### config.mk
export PLATFORM = sky130hd
export DESIGN_NAME = sync_fifo_prog
export DESIGN_NICKNAME = d
export VERILOG_FILES = /design/src/rtl/fifo_pkg.sv /design/src/rtl/fifo_mem_rf.sv /design/src/rtl/sync_fifo_prog.sv
export SDC_FILE = /design/constraint.sdc
export NUM_CORES = 1
export LEC_CHECK = 0
export CORE_MARGIN = 4
export CORE_UTILIZATION = 25
export DETAILED_ROUTE_END_ITERATION = 8
export PLACE_DENSITY = 0.52
export SLEW_MARGIN = 0
export SYNTH_ARGS = -nofsm -noshare
export SYNTH_HDL_FRONTEND = slang
export SYNTH_SLANG_ARGS = --single-unit
### constraint.sdc
create_clock -name clk -period 2.5 [get_ports clk]
set_input_delay 0.375 -clock clk [delete_from_list [all_inputs] [get_ports clk]]
set_output_delay 0.375 -clock clk [all_outputs]
set_load 0.02 [all_outputs]
### src/rtl/fifo_pkg.sv
// Shared definitions for the synchronous FIFO family.
// Holds the read-mode encodings and the occupancy/pointer width helper.
package fifo_pkg;

  localparam int FIFO_STD  = 0;
  localparam int FIFO_FWFT = 1;

  // Pointers and the count need one bit more than the address so that full and empty differ.
  function automatic int cnt_width(input int addr_width);
    return addr_width + 1;
  endfunction

endpackage

### src/rtl/fifo_mem_rf.sv
// Storage array for the FIFO: depth x data_width, one synchronous write port, one asynchronous read port.
// The contents are intentionally never reset.
module fifo_mem_rf #(
  parameter int data_width = 4,
  parameter int addr_width = 3
) (
  input  logic                  clk,
  input  logic                  wr_en,
  input  logic [addr_width-1:0] wr_addr,
  input  logic [data_width-1:0] wr_data,
  input  logic [addr_width-1:0] rd_addr,
  output logic [data_width-1:0] rd_data
);

  logic [data_width-1:0] r_mem [(1<<addr_width)];

  always_ff @(posedge clk) begin
    if (wr_en) r_mem[wr_addr] <= wr_data;
  end

  assign rd_data = r_mem[rd_addr];

endmodule

### src/rtl/sync_fifo_prog.sv
// Single-clock FIFO with fill count, programmable almost flags, standard/FWFT read mode,
// synchronous flush and sticky overflow/underflow flags.
module sync_fifo_prog
  import fifo_pkg::*;
#(
  parameter int data_width = 4,
  parameter int addr_width = 3,
  parameter int depth      = 1 << addr_width,
  parameter int af_thresh  = depth - 2,
  parameter int ae_thresh  = 1,
  parameter int fwft       = FIFO_STD
) (
  input  logic                  clk,
  input  logic                  reset_n,
  input  logic                  flush,
  input  logic                  clr_err,
  input  logic                  wr_en,
  input  logic [data_width-1:0] data_in,
  input  logic                  rd_en,
  output logic [data_width-1:0] data_out,
  output logic                  empty,
  output logic                  full,
  output logic                  almost_empty,
  output logic                  almost_full,
  output logic [addr_width:0]   count,
  output logic                  overflow,
  output logic                  underflow
);

  localparam int cw = cnt_width(addr_width);

  logic [cw-1:0]         r_wr_ptr;
  logic [cw-1:0]         r_rd_ptr;
  logic [data_width-1:0] r_data_out;
  logic                  r_overflow;
  logic                  r_underflow;

  logic [cw-1:0]         w_count;
  logic                  w_empty;
  logic                  w_full;
  logic                  w_wr_acc;
  logic                  w_rd_acc;
  logic [data_width-1:0] w_rd_data;

  assign w_count  = r_wr_ptr - r_rd_ptr;
  assign w_empty  = (w_count == '0);
  assign w_full   = (w_count == cw'(depth));

  // Acceptance uses pre-edge flags: a full FIFO rejects a write even if a read frees a slot this cycle.
  assign w_wr_acc = wr_en && !w_full  && !flush;
  assign w_rd_acc = rd_en && !w_empty && !flush;

  fifo_mem_rf #(
    .data_width (data_width),
    .addr_width (addr_width)
  ) u_mem (
    .clk     (clk),
    .wr_en   (w_wr_acc),
    .wr_addr (r_wr_ptr[addr_width-1:0]),
    .wr_data (data_in),
    .rd_addr (r_rd_ptr[addr_width-1:0]),
    .rd_data (w_rd_data)
  );

  always_ff @(posedge clk or negedge reset_n) begin
    if (!reset_n) begin
      r_wr_ptr <= '0;
      r_rd_ptr <= '0;
    end else if (flush) begin
      r_wr_ptr <= '0;
      r_rd_ptr <= '0;
    end else begin
      if (w_wr_acc) r_wr_ptr <= r_wr_ptr + cw'(1);
      if (w_rd_acc) r_rd_ptr <= r_rd_ptr + cw'(1);
    end
  end

  always_ff @(posedge clk or negedge reset_n) begin
    if (!reset_n) begin
      r_data_out <= '0;
    end else if (flush) begin
      r_data_out <= '0;
    end else if (w_rd_acc) begin
      r_data_out <= w_rd_data;
    end
  end

  // A same-cycle error event wins over clr_err; flush clears regardless.
  always_ff @(posedge clk or negedge reset_n) begin
    if (!reset_n) begin
      r_overflow  <= 1'b0;
      r_underflow <= 1'b0;
    end else if (flush) begin
      r_overflow  <= 1'b0;
      r_underflow <= 1'b0;
    end else begin
      r_overflow  <= (wr_en && w_full)  || (r_overflow  && !clr_err);
      r_underflow <= (rd_en && w_empty) || (r_underflow && !clr_err);
    end
  end

  // In FWFT mode the head is shown directly; forcing zero while empty keeps reset/flush output defined.
  assign data_out     = (fwft == FIFO_FWFT) ? (w_empty ? '0 : w_rd_data) : r_data_out;
  assign empty        = w_empty;
  assign full         = w_full;
  assign almost_empty = (w_count <= cw'(ae_thresh));
  assign almost_full  = (w_count >= cw'(af_thresh));
  assign count        = w_count;
  assign overflow     = r_overflow;
  assign underflow    = r_underflow;

endmodule

After elaboration in Yosys (flattened, before gate mapping)
Memory sizes are Yosys's and may differ from the RTL's.
Index checks and enable logic that the tools add are counted.
- $add $sub $neg: 3
- $mul: 0
- divide/modulo/power cells: 0
- magnitude comparators: 2
- eq/ne operators: 1
- shift operators: 0
- mux-type cells: 10
- bitwise operators: 0
- reductions and logical operators: 17
- operators with widths (operator ; number):
    4-bit two-way mux ; 6
    4-bit by 1-bit adder with 4-bit output, second input constant ; 2
    1-bit logical AND ; 8
    4-bit == test, second input constant ; 1
    4-bit by 3-bit >= comparator with 1-bit output, second input constant ; 1
    4-bit by 1-bit <= comparator with 1-bit output, second input constant ; 1
    1-bit zero test ; 4
    4-bit zero test ; 1
    1-bit two-way mux ; 4
    2-bit nonzero test ; 2
    4-bit subtractor ; 1
    1-bit logical OR ; 2
- flip-flop bits (word level): 14
- latch bits: 0
- RAM bits: 32
- ROM bits: 0
- bits of input ports: 10
- output and inout port bits: 14
- word-level logic and storage cells: 39
- memories: 1
- memory list (memory ; depth ; width ; rd ports ; clocked after memory_dff ; write ports ; line ; text):
    u_mem.r_mem ; 8 ; 4 ; 1 ; 0 ; 1 ; fifo_mem_rf.sv:15 ; logic [data_width-1:0] r_mem [(1<<addr_width)];

Logic depth before layout (Yosys ltp)
- depth after elaboration: 7
- mapped depth: 9

By module
A second synthesis with hierarchy kept.
- cell total of the unflattened synthesis: 149
- area total of the unflattened synthesis: 2175.8 um^2
- by module, submodules not included (module ; times used ; cells an instance ; area each (um^2) ; seq. area each (um^2)):
    fifo_mem_rf ; 1 ; 59 ; 1290.0 ; 960.9
    sync_fifo_prog ; 1 ; 90 ; 885.8 ; 350.3

Least setup slack after synthesis
OpenSTA, ideal clock, no wires.
- path kind: register -> register
- from: register r_rd_ptr[1]
- to: memory u_mem.r_mem[0][0], enable pin
- arrival time: 2.297 ns
- setup slack: -0.173 ns
- stages on the path, launching flop included: 9
- buffers on the path: 2
- period minus slack after synthesis: 2.673 ns
- cell sequence: dfrtp_1 clkbuf_1 inv_1 ha_1 and3b_1 nor3_4 o31ai_4 buf_6 nor4_1
- longest elaborated chain between the ends: 7
- RTL lines (what ; line ; text):
    from (decl) ; sync_fifo_prog.sv:33 ; logic [cw-1:0] r_rd_ptr;
    from (signal assigned) ; sync_fifo_prog.sv:74 ; if (w_rd_acc) r_rd_ptr <= r_rd_ptr + cw'(1);
    4-bit subtractor ; sync_fifo_prog.sv:45 ; assign w_count = r_wr_ptr - r_rd_ptr;
    4-bit == test ; sync_fifo_prog.sv:47 ; assign w_full = (w_count == cw'(depth));
    1-bit zero test ; sync_fifo_prog.sv:50 ; assign w_wr_acc = wr_en && !w_full && !flush;
    1-bit logical AND (2 in series) ; sync_fifo_prog.sv:50 ;
    1-bit two-way mux ; fifo_mem_rf.sv:18 ; if (wr_en) r_mem[wr_addr] <= wr_data;
    1-bit two-way mux (not written as such) ; fifo_mem_rf.sv:18 ;
    to (decl) ; fifo_mem_rf.sv:15 ;
Every way passes these cells.

Final worst setup path
- from: register r_wr_ptr[0]
- to: register r_rd_ptr[3]
- longest elaborated chain between the ends: 6
- RTL lines (what ; line ; text):
    from (decl) ; sync_fifo_prog.sv:32 ; logic [cw-1:0] r_wr_ptr;
    from (signal assigned) ; sync_fifo_prog.sv:73 ; if (w_wr_acc) r_wr_ptr <= r_wr_ptr + cw'(1);
    4-bit subtractor ; sync_fifo_prog.sv:45 ;
    4-bit zero test ; sync_fifo_prog.sv:46 ; assign w_empty = (w_count == '0);
    1-bit zero test ; sync_fifo_prog.sv:51 ; assign w_rd_acc = rd_en && !w_empty && !flush;
    1-bit logical AND (2 in series) ; sync_fifo_prog.sv:51 ;
    2-bit nonzero test (no line) ; -- ;
Every way passes these cells.
A chain may end at the register's enable or synchronous reset.

==> impl_metrics.csv <==
group,metric,value,unit
logic_synthesis,synth_warnings,0,
sta,slew_headroom,0.533,
logic_synthesis,synth.cell_area,2150,um2
placed_design,placed_area,2700,um2
power,p_int,2090,uW
power,p_comb_frac,0.510,
critical_path,arrival,2.57,ns
sta,setup_violations,0,
logic_synthesis,async_flop_share,0.304,
critical_path,crit_slowest_cell,"fa_2",
floorplan,start_util,0.259,
power,clock_power_share,0.201,
power,power.leakage,0.00109,uW
critical_path,end_kind,"register",
layout,drive_above_1_share,0.332,
critical_path,ff2ff_setup_slack,0.12,ns
worst_hold_path,hold_class,"in -> async",
logic_synthesis,yosysUniqueCellTypes,38,
layout,fin_nets,217,
logic_synthesis,synth_edf_count,32,
sta,hold_viol_final,0,
drt,drc,0,
clocking,cts_tree,"yes",
critical_path,start_kind,"register",
floorplan,die_width,101,um
power,finalPower,3310,uW
clocking,numClockSinks,46,
critical_path,setup.worst_path.class,"reg -> reg",
floorplan,core_area,8300,um2
clocking,cts_buffer_depth,2,
grt,grt_pass1_wl,7.10,mm
logic_synthesis,ys_dominant_reg_cell,"edfxtp_1",
clocking,cts.htree.levels,2,
layout,instances_no_fill,307,
power,switching_share,0.367,
power,switching_power,1220,uW
floorplan,io_pins,24,
grt,grt_pass1_vias,1370,
floorplan,num_rows,33,
sta,period_share,0.951,
clocking,clk_root_buffer_cell,"clkbuf_8",
clocking,clk_pin_slew,0.09,ns
clocking,clock_latency,0.30,ns
placed_design,placedCellCount,298,
logic_synthesis,syn_area_per_cell,14.4,um2
clocking,cts_buffers,5,
layout,fin_area,2840,um2
drt,wl,4.49,mm
sta,tightest_slew,0.698,ns
drt,postRouteAntennaNets,0,
layout,fillerInstances,811,
logic_synthesis,synth_cells,149,
sta,final.setup.worst_slack,0.123,ns
run_status,status,"finished clean",
sta,max_freq,0.421,GHz
drt,vias,1349,
critical_path,max_stage_delay,0.56,ns
grt,antenna_found_initial,0,
floorplan,die_area,10100,um2
floorplan,die_h,101,um
drt,detail_route.first_pass.iterations,4,
grt,grt_use_total,0.0924,
critical_path,path_max_fanout,4,
clocking,hold_buffers,0,
sta,final-max-slew-violation-count,0,
logic_synthesis,ys_seq_area_frac,0.610,
sta,period_needed,2.38,ns
flow_run,maxCapViolCount,0,
critical_path,timing.rr.end,"r_rd_ptr[3]",
placed_design,place_ws,-0.0324,ns
drt,avgViaCountPerCell,4.39,
placed_design,numPortBuffers,23,
placed_design,place_congestion,0.730,
drt,drtIter0Drc,67,
layout,syn2layout_area_growth,32.1,%
power,vdd_drop_max,0.380,mV
sta,rsz0062_at_grt,"true",
critical_path,crit_chain,"inv_1 -> ha_1 -> fa_2 -> nand3_2 -> buf_4 -> o31a_1 -> nand4_1 -> mux2_2",
grt,grt_remaining_overflow,0,
drt,wl_per_cell,14.6,um
critical_path,required,2.69,ns
grt,grt_start_max_net_pins,16,
power,seq_power_share,0.290,
critical_path,rr_startpoint,"r_wr_ptr[0]",
layout,fin_util,0.342,
placed_design,post-dp-hpwl,3.15,mm
power,p_per_area,1170,nW/um2
critical_path,ff2ff_path_depth,8,
sta,skew,0.00921,ns
layout,antennaDiodeCount,0,
logic_synthesis,syn-num-nets,165,
logic_synthesis,synth_seq_cells,46,
[cell families (layout without fill, tap and decap cells)]
family / count (synthesis) / count (layout) / share of synthesized area
xor+xnor: 5 / 5 / 0.0239
flops: 46 / 46 / 0.610
fa+ha+maj: 6 / 6 / 0.0384
simple gates: 49 / 49 / 0.121
buf+inv: 15 / 68 / 0.0338
mux: 12 / 12 / 0.103
compound gates: 16 / 16 / 0.0704
[metal layers]
layer / global-route usage / vias up / routed length, um
met4: 0.0249 / 0 / 30
met1: 0.123 / 668 / 2140
li1: - / 658 / -
met5: 0 / - / 0
met3: 0.0235 / 4 / 148
met2: 0.149 / 19 / 2170
[worst max path at each step]
| stage | startpoint | to | cells past startpoint |
|---|---|---|---|
| after floorplan | r_wr_ptr[1] | u_mem.r_mem[4][0] | 8 |
| after global placement | r_wr_ptr[0] | empty | 7 |
| after detailed placement | r_wr_ptr[0] | empty | 7 |
| after CTS | r_wr_ptr[0] | count[1] | 5 |
| after global routing | r_wr_ptr[0] | almost_empty | 8 |
| final | r_wr_ptr[0] | r_rd_ptr[3] | 8 |
[critical path, delay by kind of cell, from the launching register on]
| family | cells | cell delay [ns] |
|---|---|---|
| AND/OR/NAND/NOR | 2 | 0.25 |
| multiplexers | 1 | 0.33 |
| buffers and inverters | 2 | 0.23 |
| AO/OA/AOI/OAI | 1 | 0.34 |
| adder cells (fa/ha/maj) | 2 | 0.78 |
| flip-flops | 1 | 0.35 |
[cell type report]
type / count / area, um2 / area share
flip-flops and latches: 46 / 1310 / 0.462
multi-input cells: 88 / 797 / 0.281
repair buffers: 52 / 432 / 0.152
well taps: 105 / 131 / 0.0463
clock buffers: 5 / 68.8 / 0.0242
clock inverters: 3 / 68.8 / 0.0242
inverters: 8 / 30.0 / 0.0106
[cell usage after synthesis, types with 2 or more instances]
cell type / instances / area [um2]
edfxtp_1: 32 / 961
dfrtp_1: 14 / 350
nor2_1: 14 / 52.6
nand2_1: 10 / 37.5
inv_1: 8 / 30.0
mux4_2: 8 / 180
nor4_1: 6 / 37.5
a21oi_1: 5 / 25.0
ha_1: 5 / 62.6
nor3_1: 5 / 25.0
a311oi_2: 4 / 60.1
clkbuf_1: 4 / 15.0
mux2i_1: 3 / 30.0
nor2b_1: 3 / 18.8
xnor2_1: 3 / 26.3
buf_6: 2 / 22.5
nand3_1: 2 / 10.0
[registers in the layout, summed over array words and instances, names as in the netlist]
signal       cells
overflow         1
r_wr_ptr         4
r_rd_ptr         4
u_mem.r_mem     32
data_out         4
underflow        1
[through the flow]
step	hold WS, ns	TNS (ns)
final	0.487	0
after global routing	0.536	-0.0849
after CTS	0.511	0
after detailed placement	0.595	-0.0769
after global placement	0.591	-0.00161
after floorplan	0.0794	-0.731
[cells in the final DEF, fill, tap and decap left out, types with 2 or more instances in the layout]
master	n
a21oi_1	5
nor3_1	3
nor2b_1	3
inv_1	8
dlygate4sd2_1	2
buf_4	28
nand3_1	2
xnor2_1	3
clkbuf_8	5
a311oi_2	4
mux4_2	8
ha_1	5
dfrtp_1	14
nor4_2	3
buf_2	3
nand2_1	10
nor2_1	14
edfxtp_1	32
clkdlybuf4s50_1	16
bufinv_16	2
nor3_2	3
mux2i_1	3
nor4_1	3
[power groups by stage]
stage,clock network [uW],registers [uW],logic (uW)
global route,704,974,1840
detailed placement,0,977,1750
global placement,0,975,1750
finish,664,959,1690
CTS,679,961,1690
floorplan,0,1040,969
[timing repair]
action / CTS / global route
resized for setup: 19 / 6
pin swaps: 0 / 1
buffers inserted: 0 / 1
endpoints found under the setup margin: 6 / 5
Power figures use the tool's default switching activity.
